--- config.mk ---
export PLATFORM = sky130hd
export DESIGN_NAME = deserializer_mlane
export DESIGN_NICKNAME = d
export VERILOG_FILES = /design/src/rtl/deser_pkg.sv /design/src/rtl/deser_out_reg.sv /design/src/rtl/deserializer_mlane.sv
export SDC_FILE = /design/constraint.sdc
export NUM_CORES = 1
export LEC_CHECK = 0
export ABC_CLOCK_PERIOD_IN_PS = 2200
export BUFFER_PORTS_ARGS = -buffer_cell sky130_fd_sc_hd__buf_2
export CAP_MARGIN = 10
export CORE_UTILIZATION = 40
export DETAILED_ROUTE_END_ITERATION = 10
export PLACE_DENSITY = 0.63
export SKIP_CTS_REPAIR_TIMING = 1
export SYNTH_ARGS = -nofsm -noshare
export SYNTH_HDL_FRONTEND = slang
export SYNTH_SLANG_ARGS = --single-unit
--- constraint.sdc ---
create_clock -name clk_i -period 2.2 [get_ports clk_i]
set_input_delay 0.33 -clock clk_i [delete_from_list [all_inputs] [get_ports clk_i]]
set_output_delay 0.33 -clock clk_i [all_outputs]
set_load 0.05 [all_outputs]
--- src/rtl/deser_pkg.sv ---
// deser_pkg: shared types, limits and helpers for the multi-lane deserializer.
package deser_pkg;
    typedef enum logic {OUT_EMPTY, OUT_FULL} out_state_t;
    localparam int MAX_LANES = 8;
    function automatic int beats_f(input int width, input int lanes);
        return width / lanes;
    endfunction
endpackage

--- src/rtl/deser_out_reg.sv ---
// deser_out_reg: single-entry output holding register with valid/ready and drop pulse.
import deser_pkg::*;
module deser_out_reg #(
    parameter int WIDTH = 16,
    parameter int LEN_W = 5
) (
    input  logic             i_clk,
    input  logic             i_arstn,
    input  logic             i_load,
    input  logic [WIDTH-1:0] i_data,
    input  logic [LEN_W-1:0] i_len,
    input  logic             i_ready,
    output logic [WIDTH-1:0] o_data,
    output logic [LEN_W-1:0] o_len,
    output logic             o_val,
    output logic             o_ovf
);
    out_state_t       r_state;
    logic [WIDTH-1:0] r_data;
    logic [LEN_W-1:0] r_len;
    logic             r_ovf;
    // A free slot exists when empty or when the held word leaves this cycle.
    always_ff @(posedge i_clk or negedge i_arstn) begin
        if (!i_arstn) begin
            r_state <= OUT_EMPTY;
            r_data  <= '0;
            r_len   <= '0;
            r_ovf   <= 1'b0;
        end else begin
            r_ovf <= 1'b0;
            if (r_state == OUT_EMPTY || i_ready) begin
                if (i_load) begin
                    r_data  <= i_data;
                    r_len   <= i_len;
                    r_state <= OUT_FULL;
                end else begin
                    r_state <= OUT_EMPTY;
                end
            end else begin
                r_ovf <= i_load;
            end
        end
    end
    assign o_data = r_data;
    assign o_len  = r_len;
    assign o_val  = (r_state == OUT_FULL);
    assign o_ovf  = r_ovf;
endmodule

--- src/rtl/deserializer_mlane.sv ---
// deserializer_mlane: LANES-bit beats into WIDTH-bit words, MSB- or LSB-first, with early last.
// Optional DESER_MLANE_WORD_CNT_EN adds handshake and drop counters.
import deser_pkg::*;
module deserializer_mlane #(
    parameter int WIDTH     = 16,
    parameter int LANES     = 1,
    parameter int LSB_FIRST = 0
) (
    input  logic                    clk_i,
    input  logic                    arstn_i,
    input  logic [LANES-1:0]        data_i,
    input  logic                    data_val_i,
    input  logic                    data_last_i,
    output logic [WIDTH-1:0]        deser_data_o,
    output logic [$clog2(WIDTH):0]  deser_len_o,
    output logic                    deser_data_val_o,
    input  logic                    deser_ready_i,
`ifdef DESER_MLANE_WORD_CNT_EN
    output logic [15:0]             word_cnt_o,
    output logic [15:0]             drop_cnt_o,
`endif
    output logic                    ovf_o
);
    localparam int BEATS = WIDTH / LANES;
    localparam int CNT_W = (BEATS > 1) ? $clog2(BEATS) : 1;
    localparam int LEN_W = $clog2(WIDTH) + 1;
    if ((beats_f(WIDTH, LANES) * LANES != WIDTH) || (LANES > MAX_LANES)) begin : g_bad_params
        $error("deserializer_mlane: WIDTH must be a multiple of LANES and LANES <= MAX_LANES");
    end
    logic [CNT_W-1:0] r_cnt;
    logic [WIDTH-1:0] r_shift;
    logic [WIDTH-1:0] w_shift;
    logic [WIDTH-1:0] w_word;
    logic [LEN_W-1:0] w_len;
    logic [LEN_W-1:0] w_pad;
    logic             w_done;
    // Shift a beat in, then align a short word to the end the first beat belongs to.
    always_comb begin
        w_done  = data_val_i & ((r_cnt == CNT_W'(BEATS - 1)) | data_last_i);
        w_len   = LEN_W'((int'(r_cnt) + 1) * LANES);
        w_pad   = LEN_W'(WIDTH) - w_len;
        w_shift = (LSB_FIRST != 0) ? ((r_shift >> LANES) | (WIDTH'(data_i) << (WIDTH - LANES)))
                                   : ((r_shift << LANES) | WIDTH'(data_i));
        w_word  = (LSB_FIRST != 0) ? (w_shift >> w_pad) : (w_shift << w_pad);
    end
    always_ff @(posedge clk_i or negedge arstn_i) begin
        if (!arstn_i) begin
            r_cnt   <= '0;
            r_shift <= '0;
        end else if (data_val_i) begin
            r_cnt   <= w_done ? '0 : r_cnt + CNT_W'(1);
            r_shift <= w_done ? '0 : w_shift;
        end
    end
    deser_out_reg #(.WIDTH(WIDTH), .LEN_W(LEN_W)) u_out (
        .i_clk   (clk_i),
        .i_arstn (arstn_i),
        .i_load  (w_done),
        .i_data  (w_word),
        .i_len   (w_len),
        .i_ready (deser_ready_i),
        .o_data  (deser_data_o),
        .o_len   (deser_len_o),
        .o_val   (deser_data_val_o),
        .o_ovf   (ovf_o)
    );
`ifdef DESER_MLANE_WORD_CNT_EN
    always_ff @(posedge clk_i or negedge arstn_i) begin
        if (!arstn_i) begin
            word_cnt_o <= '0;
            drop_cnt_o <= '0;
        end else begin
            if (deser_data_val_o && deser_ready_i) word_cnt_o <= word_cnt_o + 16'd1;
            if (ovf_o && drop_cnt_o != 16'hFFFF) drop_cnt_o <= drop_cnt_o + 16'd1;
        end
    end
`endif
endmodule

Word-level counts from Yosys, hierarchy flattened --
Cells that the tools add are included. W data, S select, Z words.
Storage, ports and cells: word-level logic and storage cells 21, bits in registers 42, output and inout bits 23
Operators by class: muxes and demuxes 4, equality and inequality tests 1, shift-type cells 1, reductions and logical operators 2, bitwise logic cells 4, add/subtract/negate cells 3
Operators with widths (count):
- $or A16 B1 Y16 | 1
- $shl A16 B5 Y16 | 1
- $mux W15 | 1
- $add A4 B1 Y5 const B | 1
- $sub A5 B5 Y5 const A | 1
- $add A4 B1 Y4 const B | 1
- $eq A4 B4 Y1 const B | 1
- $mux W4 | 1
- $mux W1 | 2
- $reduce_and A2 Y1 | 1
- $and A1 B1 Y1 | 1
- $logic_or A1 B1 Y1 | 1
- $not A1 Y1 | 1
- $or A1 B1 Y1 | 1

Logic depth before layout (Yosys ltp) --
depth after elaboration 4, mapped depth 9

Cells and area by module --
A second synthesis with hierarchy kept.
Unflattened totals: cell total of the unflattened synthesis 238, area total of the unflattened synthesis 2723.9 µm²
Modules (own cells, without submodules):
- deserializer_mlane | times used 1, cells each 187, area each 1760.4 µm²
- deser_out_reg | times used 1, cells each 51, area each 963.4 µm²

Worst setup path after synthesis --
OpenSTA, ideal clock, no wires.
path type register -> register, start point reg r_cnt[1], end point reg u_out.r_data[10] (netlist: u_out.o_data[10]), path slack 148 ps, cell stages (with the launch flop) 8, period minus slack after synthesis 2052 ps, path buffers 1, arrival time 1931 ps, data required time 2079 ps, cells stage by stage dfrtp_1 ha_1 or3_1 a211o_1 nand4_2 buf_6 mux2i_1 a22o_1
RTL lines:
- start: declaration | line deserializer_mlane.sv:30 | logic [CNT_W-1:0] r_cnt;
- start signal: assignment | line deserializer_mlane.sv:51 | r_cnt <= w_done ? '0 : r_cnt + CNT_W'(1);
- $add A4 B1 Y5 | line deserializer_mlane.sv:40 | w_len = LEN_W'((int'(r_cnt) + 1) * LANES);
- net u_out.i_len[1] | line deser_out_reg.sv:11 | input logic [LEN_W-1:0] i_len,
- $sub A5 B5 Y5 | line deserializer_mlane.sv:41 | w_pad = LEN_W'(WIDTH) - w_len;
- $shl A16 B5 Y16 | line deserializer_mlane.sv:44 | w_word = (LSB_FIRST != 0) ? (w_shift >> w_pad) : (w_shift << w_pad);
- end signal: assignment | line deser_out_reg.sv:33 | r_data <= i_data;
- end: declaration | line deser_out_reg.sv:19 | logic [WIDTH-1:0] r_data;
The timed path passes the listed nets, and every way through them passes these cells. A chain may end at the register's enable or synchronous reset.

Final worst setup path --
start point reg r_cnt[0], end point reg u_out.r_data[13] (netlist: u_out.o_data[13])
The elaborated chain is that of the path after synthesis.

==> results.sh <==
export IMPL_pin_count=29
export IMPL_vias=1789
export IMPL_core_area_um2=5640
export IMPL_hold_class="input port to flop"
export IMPL_rsz0062_at_grt="no"
export IMPL_tightest_slew_ps=485
export IMPL_cts_tree="done"
export IMPL_timing_fmax_ghz=0.485
export IMPL_cp_end_kind="flop"
export IMPL_hold_viol_final=0
export IMPL_cts_clk_slew_worst_paths_ps=80
export IMPL_ir_worst_vdd_v=0.000375
export IMPL_clock_sinks=42
export IMPL_synth_most_common_cell="dfrtp_1"
export IMPL_setup_tns_ps=0
export IMPL_start_util_pct=42.7
export IMPL_r2r_start="r_cnt[0]"
export IMPL_clock_latency_ps=300
export IMPL_antenna_found_initial=0
export IMPL_p_switching_mw=0.790
export IMPL_combPwrFrac_pct=35.8
export IMPL_cts_buffer_depth=2
export IMPL_initialDrtViolationCount=74
export IMPL_port_buffers=28
export IMPL_routed_wl_um=5010
export IMPL_grt_start_max_net_pins=27
export IMPL_via_per_inst=5.36
export IMPL_gp_congestion=0.750
export IMPL_p_sw_share_pct=36.2
export IMPL_final_area_um2=2810
export IMPL_synth_warnings=0
export IMPL_min_period_ps=2060
export IMPL_status="finished clean"
export IMPL_routedWlPerCell_um=15.0
export IMPL_slew_headroom_pct=67.6
export IMPL_fp_dieW_um=79.6
export IMPL_ys_ff_latch=42
export IMPL_async_reset_ff_share_pct=100
export IMPL_hpwlAfterDp_um=3630
export IMPL_cp_required_ps=2380
export IMPL_fin_nets=268
export IMPL_max_cap_violations=0
export IMPL_reg2reg_slack_ps=140
export IMPL_numCtsBuffers=5
export IMPL_cts_root_buf="clkbuf_8"
export IMPL_htree_levels=2
export IMPL_hold_start="deser_ready_i"
export IMPL_yosysTopAreaCell="dfrtp_1"
export IMPL_netlist_area_leader_share_pct=43.6
export IMPL_groute_usage_overall_pct=17.2
export IMPL_dieArea_um2=6340
export IMPL_grt_pass1_vias=1699
export IMPL_syn_area_per_cell_um2=10.7
export IMPL_fp_row_count=27
export IMPL_ant_nets=0
export IMPL_n_antenna_cell=0
export IMPL_die_height_um=79.6
export IMPL_synth_flop_cell="dfrtp_1"
export IMPL_grt_pass1_wl_um=8420
export IMPL_critPathKind="flop to flop"
export IMPL_finalCritPeriodShare_pct=93.7
export IMPL_reg2reg_to="u_out.o_data[13]"
export IMPL_clockPowerShare_pct=23.8
export IMPL_synth_fp_nets=233
export IMPL_layout_drive_gt1_share_pct=28.2
export IMPL_synthToLayoutAreaGrowth_pct=16.5
export IMPL_cp_max_fo=11
export IMPL_overflow=0
export IMPL_finalClockSkew_ps=6.95
export IMPL_reg2reg_depth=7
export IMPL_cp_arrival_ps=2250
export IMPL_syn_area_um2=2410
export IMPL_synth_edf_count=0
export IMPL_synth_commonest_cells="dfrtp_1 (42), nand2_1 (25), mux2i_1 (20), inv_1 (18), o22ai_1 (16)"
export IMPL_holdPathEnd="u_out.o_ovf"
export IMPL_min_path_cells=3
export IMPL_p_leak_nw=1.20
export IMPL_yosysSeqAreaShare_pct=43.6
export IMPL_p_int_mw=1.39
export IMPL_dpl_cell_area_um2=2690
export IMPL_synthTopCellsByArea="dfrtp_1 (44%), mux4_2 (10%), mux2i_1 (8.3%)"
export IMPL_synth_cell_type_count=43
export IMPL_p_per_area_nw_per_um2=777
export IMPL_cp_start_kind="flop"
export IMPL_seq_power_share_pct=40.5
export IMPL_drc=0
export IMPL_syn_inst=226
export IMPL_setup_viol=0
export IMPL_slew_viol_final=0
export IMPL_firstDrtPassIters=4
[kinds of logic (layout without fill, tap and decap cells)]
family                   count (synthesis)  after routing  synth area share, %
AND/OR/NAND/NOR                         51             51                 11.3
XOR/XNOR                                 2              2                0.727
AO/OA/AOI/OAI                           56             56                 15.5
adder cells (fa/ha/maj)                  1              1                0.519
buffers and inverters                   37             73                 7.06
flip-flops                              42             42                 43.6
multiplexers                            37             37                 21.4
[how the worst max path moves through the flow]
stage	startpoint	endpoint	slack [ps]	cells after the start
global placement	r_cnt[1]	u_out.o_data[14]	60	7
detailed placement	r_cnt[0]	u_out.o_data[14]	20	7
floorplan	r_cnt[1]	u_out.o_data[10]	150	7
finish	r_cnt[0]	u_out.o_data[13]	140	7
CTS	r_cnt[0]	u_out.o_data[14]	-2	7
global route	r_cnt[0]	u_out.o_data[14]	50	7
[power groups by stage]
stage / combinational (mW) / sequential (mW) / clock (mW)
5_1_grt: 0.838 / 0.893 / 0.554
2_1_floorplan: 0.367 / 1.10 / 0
6_report: 0.781 / 0.883 / 0.519
3_3_place_gp: 0.760 / 0.896 / 0
4_1_cts: 0.769 / 0.882 / 0.528
3_5_place_dp: 0.769 / 0.896 / 0
[layout make-up]
cell class / count / area, um^2
fill: 518 / 2830
clock buffer: 7 / 86.3
timing repair buffer: 46 / 303
tap: 72 / 90.1
multi-input combinational: 147 / 1200
inverter: 19 / 71.3
clock inverter: 1 / 5.00
sequential: 42 / 1050
[critical path, stage by stage, from the launching register on]
cell and delay [ps]:
dfrtp_1 420, ha_4 280, or3_1 390, a211o_1 320
nand4_2 120, buf_12 150, mux2i_1 70, a22o_1 210
[flip-flops by register name, summed over array words and instances (netlist names)]
register      flops
u_out.o_len       5
u_out.o_val       1
u_out.o_ovf       1
u_out.o_data     16
r_cnt             4
r_shift          15
[per-stage QoR]
stage	hold WS, ps	worst slack, ps	instances	utilization [%]	total power [mW]
after floorplan	34.4	148	226	-	1.46
after global placement	272	55.6	324	47.6	1.66
after detailed placement	275	21.3	324	47.6	1.67
after CTS	-41.2	-2.15	332	49.3	2.18
after global routing	364	52.8	334	49.8	2.29
final	323	138	334	49.8	2.18
[metal layers]
metal	vias to the layer above	GRT usage [%]	share of wire (%)
met5	-	0	0
met4	0	5.27	1.0
met3	4	3.43	4.3
met2	36	26.2	45
met1	850	24.4	50
li1	899	-	-
[cells in the final DEF (no fill, tap or decap), types with 2 or more instances in the layout]
master,netlist,layout
o211ai_1,4,4
clkbuf_8,0,6
buf_4,2,15
a22o_1,7,7
or2_2,2,2
nor2b_1,5,5
a31oi_1,2,2
buf_12,0,2
mux2_2,6,6
nand2_1,25,25
dfrtp_1,42,42
mux2i_1,20,20
nand2b_1,3,3
nand3_1,3,3
o21ai_1,5,7
xnor2_1,2,2
inv_1,18,18
mux4_2,11,11
nand3b_1,3,3
o21ai_0,13,11
buf_2,7,28
o22ai_1,16,16
a22oi_1,2,2
Power figures use the tool's default switching activity.
